===== config.mk =====
export PLATFORM = sky130hd
export DESIGN_NAME = sha3_scan_result_collector
export DESIGN_NICKNAME = d
export VERILOG_FILES = /design/src/rtl/sha3_scan_result_collector.sv
export SDC_FILE = /design/constraint.sdc
export NUM_CORES = 1
export LEC_CHECK = 0
export CAP_MARGIN = 10
export CORE_AREA = 2 2 658 660
export CTS_CLUSTER_DIAMETER = 150
export DETAILED_ROUTE_END_ITERATION = 16
export DIE_AREA = 0 0 660 662
export MAX_ROUTING_LAYER = met4
export PLACE_DENSITY = 0.3
export SETUP_SLACK_MARGIN = 0.05
export SLEW_MARGIN = 0
export SYNTH_ARGS = -nofsm -noshare
export SYNTH_HDL_FRONTEND = slang
export SYNTH_SLANG_ARGS = --single-unit

===== constraint.sdc =====
create_clock -name clk -period 6.75 [get_ports clk]
set_input_delay 0.675 -clock clk [delete_from_list [all_inputs] [get_ports clk]]
set_output_delay 0.675 -clock clk [all_outputs]
set_load 0.01 [all_outputs]

===== src/rtl/sha3_scan_result_collector.sv =====
// Buffers scanner results in a small FIFO and serialises each onto a 32-bit valid/ready stream.
// Optional macro SHA3_RESULT_HASH_OUT_EN: store and emit the 25x64 hash after the nonce (51 words per result).
module sha3_scan_result_collector #(
  parameter int unsigned DEPTH  = 4,
  parameter int unsigned DROP_W = 16
) (
  input  logic                   clk,
  input  logic                   rst,
  input  logic                   found,
  input  logic [31:0]            nonce,
  input  logic [24:0][63:0]      hash,
  output logic [31:0]            dout,
  output logic                   dout_valid,
  input  logic                   dout_ready,
  output logic [$clog2(DEPTH):0] pending,
  output logic [DROP_W-1:0]      dropped,
  output logic                   busy
);

  localparam int unsigned AW = $clog2(DEPTH);
  localparam int unsigned PW = $clog2(DEPTH) + 1;
  localparam int unsigned IW = 6;
`ifdef SHA3_RESULT_HASH_OUT_EN
  localparam logic [IW-1:0] LAST_IDX = IW'(50);
`else
  localparam logic [IW-1:0] LAST_IDX = IW'(0);
`endif

  typedef enum logic {IDLE, SEND} state_t;

  state_t          state, state_d;
  logic [AW-1:0]   wr_ptr, rd_ptr, rd_next;
  logic [IW-1:0]   idx, idx_d;
  logic [31:0]     dout_d, hash_word;
  logic [PW-1:0]   pending_d;
  logic            hs_c, last_c, pop_c, full_c, push_c, drop_c;

  logic [31:0]     nonce_mem [DEPTH];
`ifdef SHA3_RESULT_HASH_OUT_EN
  logic [24:0][63:0] hash_mem [DEPTH];
`endif

  assign hs_c    = dout_valid && dout_ready;
  assign last_c  = (idx == LAST_IDX);
  assign pop_c   = hs_c && last_c;
  assign full_c  = (pending == PW'(DEPTH));
  assign push_c  = found && (!full_c || pop_c);
  assign drop_c  = found && full_c && !pop_c;
  assign rd_next = rd_ptr + AW'(1);

  // Word following the current one: lane idx/2, high half when idx is odd
`ifdef SHA3_RESULT_HASH_OUT_EN
  assign hash_word = idx[0] ? hash_mem[rd_ptr][idx[IW-1:1]][63:32]
                            : hash_mem[rd_ptr][idx[IW-1:1]][31:0];
`else
  logic unused_hash;
  assign unused_hash = ^hash;
  assign hash_word   = '0;
`endif

  always_comb begin
    pending_d = pending;
    if (push_c && !pop_c)      pending_d = pending + PW'(1);
    else if (pop_c && !push_c) pending_d = pending - PW'(1);
  end

  // FIFO storage; the entry being sent is only overwritten on its final handshake
  always_ff @(posedge clk) begin
    if (push_c) begin
      nonce_mem[wr_ptr] <= nonce;
`ifdef SHA3_RESULT_HASH_OUT_EN
      hash_mem[wr_ptr]  <= hash;
`endif
    end
  end

  always_ff @(posedge clk or posedge rst) begin
    if (rst) begin
      state      <= IDLE;
      idx        <= '0;
      dout       <= '0;
      dout_valid <= 1'b0;
      busy       <= 1'b0;
      wr_ptr     <= '0;
      rd_ptr     <= '0;
      pending    <= '0;
      dropped    <= '0;
    end else begin
      state      <= state_d;
      idx        <= idx_d;
      dout       <= dout_d;
      dout_valid <= (state_d == SEND);
      busy       <= (state_d == SEND);
      pending    <= pending_d;
      if (push_c) wr_ptr <= wr_ptr + AW'(1);
      if (pop_c)  rd_ptr <= rd_next;
      if (drop_c && (dropped != {DROP_W{1'b1}})) dropped <= dropped + DROP_W'(1);
    end
  end

  // Next state and next stream word; a push landing on the pop edge is bypassed from the inputs
  always_comb begin
    state_d = state;
    idx_d   = idx;
    dout_d  = dout;
    case (state)
      IDLE: begin
        if (pending != '0) begin
          state_d = SEND;
          idx_d   = '0;
          dout_d  = nonce_mem[rd_ptr];
        end
      end
      SEND: begin
        if (hs_c) begin
          if (last_c) begin
            idx_d = '0;
            if (pending_d != '0) begin
              dout_d = (pending == PW'(1)) ? nonce : nonce_mem[rd_next];
            end else begin
              state_d = IDLE;
              dout_d  = '0;
            end
          end else begin
            idx_d  = idx + IW'(1);
            dout_d = hash_word;
          end
        end
      end
      default: state_d = IDLE;
    endcase
  end

endmodule


==> results of run 1 <==
-- cell families (layout without fill, tap and decap cells) --
logic type | after synthesis | after routing | synth area share (%)
XOR/XNOR | 21 | 21 | 2.076
AO/OA/AOI/OAI | 120 | 120 | 10.56
adder cells (fa/ha/maj) | 11 | 11 | 1.554
AND/OR/NAND/NOR | 105 | 105 | 6.102
other | 0 | 12 | 0
buffers and inverters | 61 | 151 | 3.079
multiplexers | 131 | 131 | 15.72
flip-flops | 190 | 190 | 60.90
-- cells in the mapped netlist, types with 2 or more instances --
cell type	n
o21ai_0	7
and2_1	5
clkbuf_1	29
or3_1	3
nand2b_1	2
edfxtp_1	128
mux2_2	65
nor2b_1	6
o31ai_2	2
a211oi_4	2
buf_6	3
and3b_1	2
o31ai_1	31
inv_1	17
a31oi_1	2
a21oi_1	37
buf_4	3
nand3_1	10
xor2_1	9
nor3_1	8
mux2i_1	66
xnor2_1	12
ha_1	11
dfrtp_1	62
nand2_1	17
nor4_1	4
a222oi_1	32
nor2_1	39
buf_2	8
-- cell type report --
type	instances	area (um^2)
fillers	50761	412200
clock inverters	15	217.7
flip-flops and latches	190	5400
repair buffers	102	985.9
diodes	12	30.03
clock buffers	17	425.4
multi-input cells	388	3223
inverters	17	65.06
well taps	5710	7144
-- metal layers --
metal  share of wire, %  vias up
met2                 49      109
li1                   -     2644
met3                9.9       39
met5                  0        -
met4                1.2        0
met1                 40     2948
-- cells in the final DEF, fill, tap and decap left out, types with 3 or more instances in the layout --
| cell | n |
|---|---|
| o31ai_1 | 31 |
| clkdlybuf4s50_1 | 88 |
| o21ai_0 | 7 |
| clkbuf_16 | 17 |
| clkinv_8 | 7 |
| nor4_1 | 4 |
| xnor2_1 | 12 |
| nor3_1 | 7 |
| diode_2 | 12 |
| or3_1 | 3 |
| nand3_1 | 10 |
| a222oi_1 | 32 |
| buf_4 | 14 |
| edfxtp_1 | 128 |
| and2_2 | 4 |
| nand2_1 | 16 |
| dfrtp_1 | 60 |
| inv_1 | 16 |
| ha_1 | 11 |
| mux2i_1 | 65 |
| xor2_1 | 9 |
| mux2_2 | 65 |
| a21oi_1 | 37 |
| nor2_1 | 39 |
| nor2b_1 | 6 |
-- flip-flops by register name, indices dropped and copies added (netlist names) --
| signal | cells |
|---|---|
| wr_ptr | 2 |
| rd_ptr | 2 |
| dropped | 16 |
| idx | 6 |
| dout | 32 |
| state | 1 |
| pending | 3 |
| nonce_mem | 128 |
-- report_power, final --
part | total [mW] | leakage, nW | switching, mW | internal, mW
Combinational | 1.88 | 1.86 | 1.08 | 0.796
Clock | 1.15 | 0.309 | 0.608 | 0.544
Sequential | 1.78 | 1.92 | 0.235 | 1.55
Total | 4.81 | 4.09 | 1.92 | 2.89
-- worst min-delay path by stage --
stage                           from    endpoint  slack [ps]  depth (start not counted)
final                     dropped[9]  dropped[9]         510                          1
after global routing      dropped[9]  dropped[9]         540                          1
after CTS                 dropped[9]  dropped[9]         510                          1
after detailed placement  dropped[9]  dropped[9]         500                          1
after global placement    dropped[9]  dropped[9]         510                          1
after floorplan               idx[5]      idx[5]         490                          2
-- per-stage QoR --
stage	util, %	setup WS [ps]	cells	hold slack (ps)
floorplan	-	4071	639	492.5
global placement	3.914	2692	6407	507.7
detailed placement	3.914	2686	6407	498.1
CTS	4.064	3083	6439	514.6
global route	4.070	3026	6449	536.7
finish	4.071	3313	6451	510.5
==> results.md, run 1 <==
- Seq/Total Area, Yosys: 60.90%
- Top post-synthesis cells by area: edfxtp_1, dfrtp_1, mux2_2
- Clock slew at reported path FFs: 90 ps
- Max Freq: 0.2910 GHz
- Status: finished, final reports clean
- Drt pass-1 iters: 6
- CP max stage delay: 630 ps
- Area Overhead vs Synth: 97.46%
- Mapped Nets: 2286
- M1 GR Usage: 2.133%
- Top cell type's share of synthesized area: 43.39%
- Critical Path End: dout[23]
- Post-DP HPWL: 31450 um
- Synth Flop Type: edfxtp_1
- Hold Buf Count CTS: 0
- Mean area per synthesized cell: 13.86 um^2
- Worst r2r dst: dout[23]
- Sink Count: 190
- Via count: 5740
- Critical path launch point: dout_ready
- Tmin final: 3437 ps
- Clock skew: 26.96 ps
- Yosys warnings: 0
- Most Frequent Cell on Critical Path: buf_4
- IO Pins: 1689
- PD cells: 274.9 nW/um^2
- Drt first-iter violations: 385
- Antenna violations before repair: 21
- Setup_tns: 0 ps
- Core footprint: 429700 um^2
- Total CTS buffers: 17
- Met3 usage: 1.106%
- Period Utilization, post-route: 50.91%
- Worst EP required: 7110 ps
- Number of global-route vias before repair: 5882
- Delay-heaviest family, CP: buffers and inverters
- Most used routing layer in global routing: met2
- H-tree depth: 4
- Die width: 660 um
- Crit Path Class: in2reg
- Setup Buffers After CTS: 0
- EDFF count, synth: 128
- Yosys top cell by area: edfxtp_1
- Drt drc: 0
- Max VDD drop: 0.1924 mV
- Pins Over Slew Limit: 0
- Worst setup EP type: flip-flop
- Post-layout nets: 2363
- Die height: 662 um
- Vias per Instance: 0.8898
- Slowest CP cell: clkdlybuf4s50_1
- Post-synthesis cell count: 639
- HP Class: reg2reg
- RSZ-0062 raised after global routing: false
- GRT met2 Usage: 3.347%
- Placed cell area: 16820 um^2
- Total grt overflow: 0
- Flop-to-flop setup slack: 3320 ps
- WL/cell: 6.654 um
- ANT nets after route: 0
- Clk buf depth: 2
- Reg2Reg Launch Point: state
- CP bufs+invs: 3
- Initial Util: 2.062%
- Synth async-reset ratio: 32.63%
- Final Setup Violations: 0
- Leak: 4.091 nW
- CTS tree: done
- Routed WL: 42930 um
- Root Driver: clkbuf_16
- Worst Tran Pin Value: 1046 ps
- Distinct cells, synth: 46
- Worst R2R Path Depth: 7
- Crit-path cells: clkdlybuf4s50_1 -> and3b_1 -> nand2_2 -> buf_4 -> a211o_2 -> a211oi_4 -> buf_4 -> o31ai_1
- CP Depth: 8
- Final Power: 4.808 mW
- Final instance area: 17490 um^2
- Final Hold Vio Count: 0
- Layout cell share with drive strength beyond 1: 18.52%
- Pin count of the biggest net entering global routing: 60
- First-pass GRT wire length: 56610 um
- GR Util All Layers: 2.031%
- CTS resizes: 0
- IO buf count: 88
- Slew margin rel.: 30.25%
- Rows: 241
- Type of origin of the critical path: input port
- #FFs+latches synth: 190
- Mapped cell area: 8858 um^2
- Crit-path max FO: 32
- Max_cap viols: 0
- Critical path arrival: 3800 ps
- Routability Congestion: 0.6292
- Die area: 436900 um^2
- Clock Latency Late Sink: 520 ps
Note: power is estimated with default switching activity, not from simulation.
==> run 2: changes to the inputs <==
Settings changed: CORE_AREA 2 2 658 660 to 2 2 651 653, DIE_AREA 0 0 660 662 to 0 0 653 655.
Clock period 6.75 ns to 3.35 ns, I/O delays scaled along.
==> run 2 against run 1 <==
Effect of this change: setup slack worse by 2600 ps; combinational power is 110% higher; clock power is 100% higher; sequential power is 98% higher; routed wire length is 1.6% higher.
==> results.md, run 2 (same netlist as run 1, synthesis figures left out) <==
- Status: finished, final reports clean
- Root Driver: clkbuf_16
- Delay-heaviest family, CP: compound AO/OA/AOI/OAI gates
- Vias per Instance: 0.9160 (+2.9%)
- Max reg flops: 128 (unchanged)
- Rows: 239 (-0.83%)
- Drt drc: 0 (unchanged)
- Final instance area: 17460 um^2 (-0.18%)
- Period Utilization, post-route: 78.91%
- Max_cap viols: 0 (unchanged)
- Drt pass-1 iters: 8 (+2)
- ANT nets after route: 0 (unchanged)
- Most frequent cells in the layout: edfxtp_1, clkdlybuf4s50_1, mux2i_1, mux2_2, dfrtp_1
- Final cell count without fillers: 6296 (-2.4%)
- Total CTS buffers: 17 (unchanged)
- Crit-path cells: inv_1 -> ha_1 -> nand2_1 -> a21boi_0 -> o221ai_2 -> a211oi_4 -> buf_12 -> o31ai_1
- Number of global-route vias before repair: 5956 (+1.3%)
- CTS tree: done
- Drt first-iter violations: 388 (+0.78%)
- Worst setup EP type: flip-flop
- Post-place setup slack: 508.2 ps (-2178 ps)
- Layout cell share with drive strength beyond 1: 19.62% (+1.1 points)
- Pins Over Slew Limit: 0 (unchanged)
- Placed cell area: 16780 um^2 (-0.20%)
- Final Hold Vio Count: 0 (unchanged)
- Total grt overflow: 0 (unchanged)
- CP bufs+invs: 2 (-1)
- Hold Buf Count CTS: 0 (unchanged)
- Die height: 655 um (-1.1%)
- Max Freq: 0.3783 GHz
- IO Pins: 1689 (unchanged)
- PD cells: 564.7 nW/um^2 (+110%)
- Critical path arrival: 3010 ps (-790 ps)
- Leak: 4.170 nW (+1.9%)
- Die area: 427700 um^2 (-2.1%)
- Commonest non-fill, non-tap cell in the layout: edfxtp_1
- Sink Count: 190 (unchanged)
- Die width: 653 um (-1.1%)
- Clk buf depth: 2 (unchanged)
- Routability Congestion: 0.6322 (+0.48%)
- GR Util All Layers: 2.115% (+0.083 points)
- Post-placement cell count: 6250 (-2.5%)
- Slew margin rel.: 48.90% (+19 points)
- Setup_tns: 0 ps (unchanged)
- Top flop regs: nonce_mem x128, dout x32, dropped x16
- Core footprint: 421600 um^2 (-1.9%)
- Crit-path max FO: 32 (unchanged)
- Final Power: 9.859 mW (+110%)
- RSZ-0062 raised after global routing: false
- HP Class: in2async
- Worst EP required: 3710 ps (-3400 ps)
- Tmin final: 2643 ps
- Post-DP HPWL: 32440 um (+3.1%)
- Max VDD drop: 0.4118 mV (+110%)
- IO buf count: 88 (unchanged)
- Clock slew at reported path FFs: 90 ps (about the same)
- Initial Util: 2.101% (+0.039 points)
- Crit Path Class: reg2reg
- Pin count of the biggest net entering global routing: 40 (-33%)
- WL/cell: 6.927 um (+4.1%)
- Worst Tran Pin Value: 766.5 ps (-279.7 ps)
- Area Overhead vs Synth: 97.10%
- Final Setup Violations: 0 (unchanged)
- Via count: 5767 (+0.47%)
- CP max stage delay: 560 ps (-70 ps)
- Clock Latency Late Sink: 520 ps (about the same)
- CTS resizes: 0 (unchanged)
- First-pass GRT wire length: 57370 um (+1.3%)
- Setup Buffers After CTS: 0 (unchanged)
- Type of origin of the critical path: flip-flop
- H-tree depth: 4 (unchanged)
- Biggest register: nonce_mem
- Slowest CP cell: dfrtp_1
- Clock skew: 25.67 ps (-1.282 ps)
- Post-layout nets: 2373 (+0.42%)
- Worst setup margin: 706.7 ps (-2607 ps)
- Antenna violations before repair: 22 (+4.8%)
- Routed WL: 43620 um (+1.6%)
==> run 2: changes by cell type in the layout (fill, tap and decap cells not counted) <==
cell / delta
inv_12: +4
clkinv_8: -3
buf_4: +2
clkinv_4: -1
bufinv_16: -1
inv_16: +1
diode_2: +2
buf_12: +8
==> run 2: routing by layer <==
| layer | global-route usage [%] | wire, um |
|---|---|---|
| met5 | - | 0 |
| met4 | 0.7060 | 1043 |
| met3 | 1.336 | 5111 |
| met2 | 3.443 | 21450 |
| met1 | 2.046 | 16010 |
==> run 2: report_power, final <==
| part | leakage [nW] | switching, mW | internal [mW] | total [mW] |
|---|---|---|---|---|
| Clock | 0.309 | 1.25 | 1.05 | 2.31 |
| Combinational | 1.94 | 2.31 | 1.73 | 4.03 |
| Sequential | 1.92 | 0.405 | 3.11 | 3.52 |
| Total | 4.17 | 3.97 | 5.89 | 9.86 |
==> run 2: final timing paths <==
path	start	end	slack, ps	cells past startpoint
min in group clk	nonce[11]	nonce_mem[1][11]	500	1
worst max-delay path	pending[0]	dout[26]	710	8
max in group asynchronous	rst	dropped[0]	2210	3
worst min-delay path	rst	dout[25]	230	2
worst min register to register	dropped[9]	dropped[9]	520	1
worst max register to register	pending[0]	dout[26]	710	8
==> run 2: cell type report <==
cell class / instances / area, um^2
sequential: 190 / 5400
tap: 5543 / 6935
clock buffer: 17 / 425.4
clock inverter: 15 / 215.2
antenna: 14 / 35.03
fill: 49863 / 404200
multi-input combinational: 388 / 3223
timing repair buffer: 112 / 1161
inverter: 17 / 65.06
==> run 2: through the flow <==
stage                     util, %  hold WS [ps]
after global routing        4.139         245.6
final                       4.141         229.5
after floorplan                 -         433.9
after CTS                   4.133         235.0
after detailed placement    3.981         502.1
after global placement      3.981         507.2
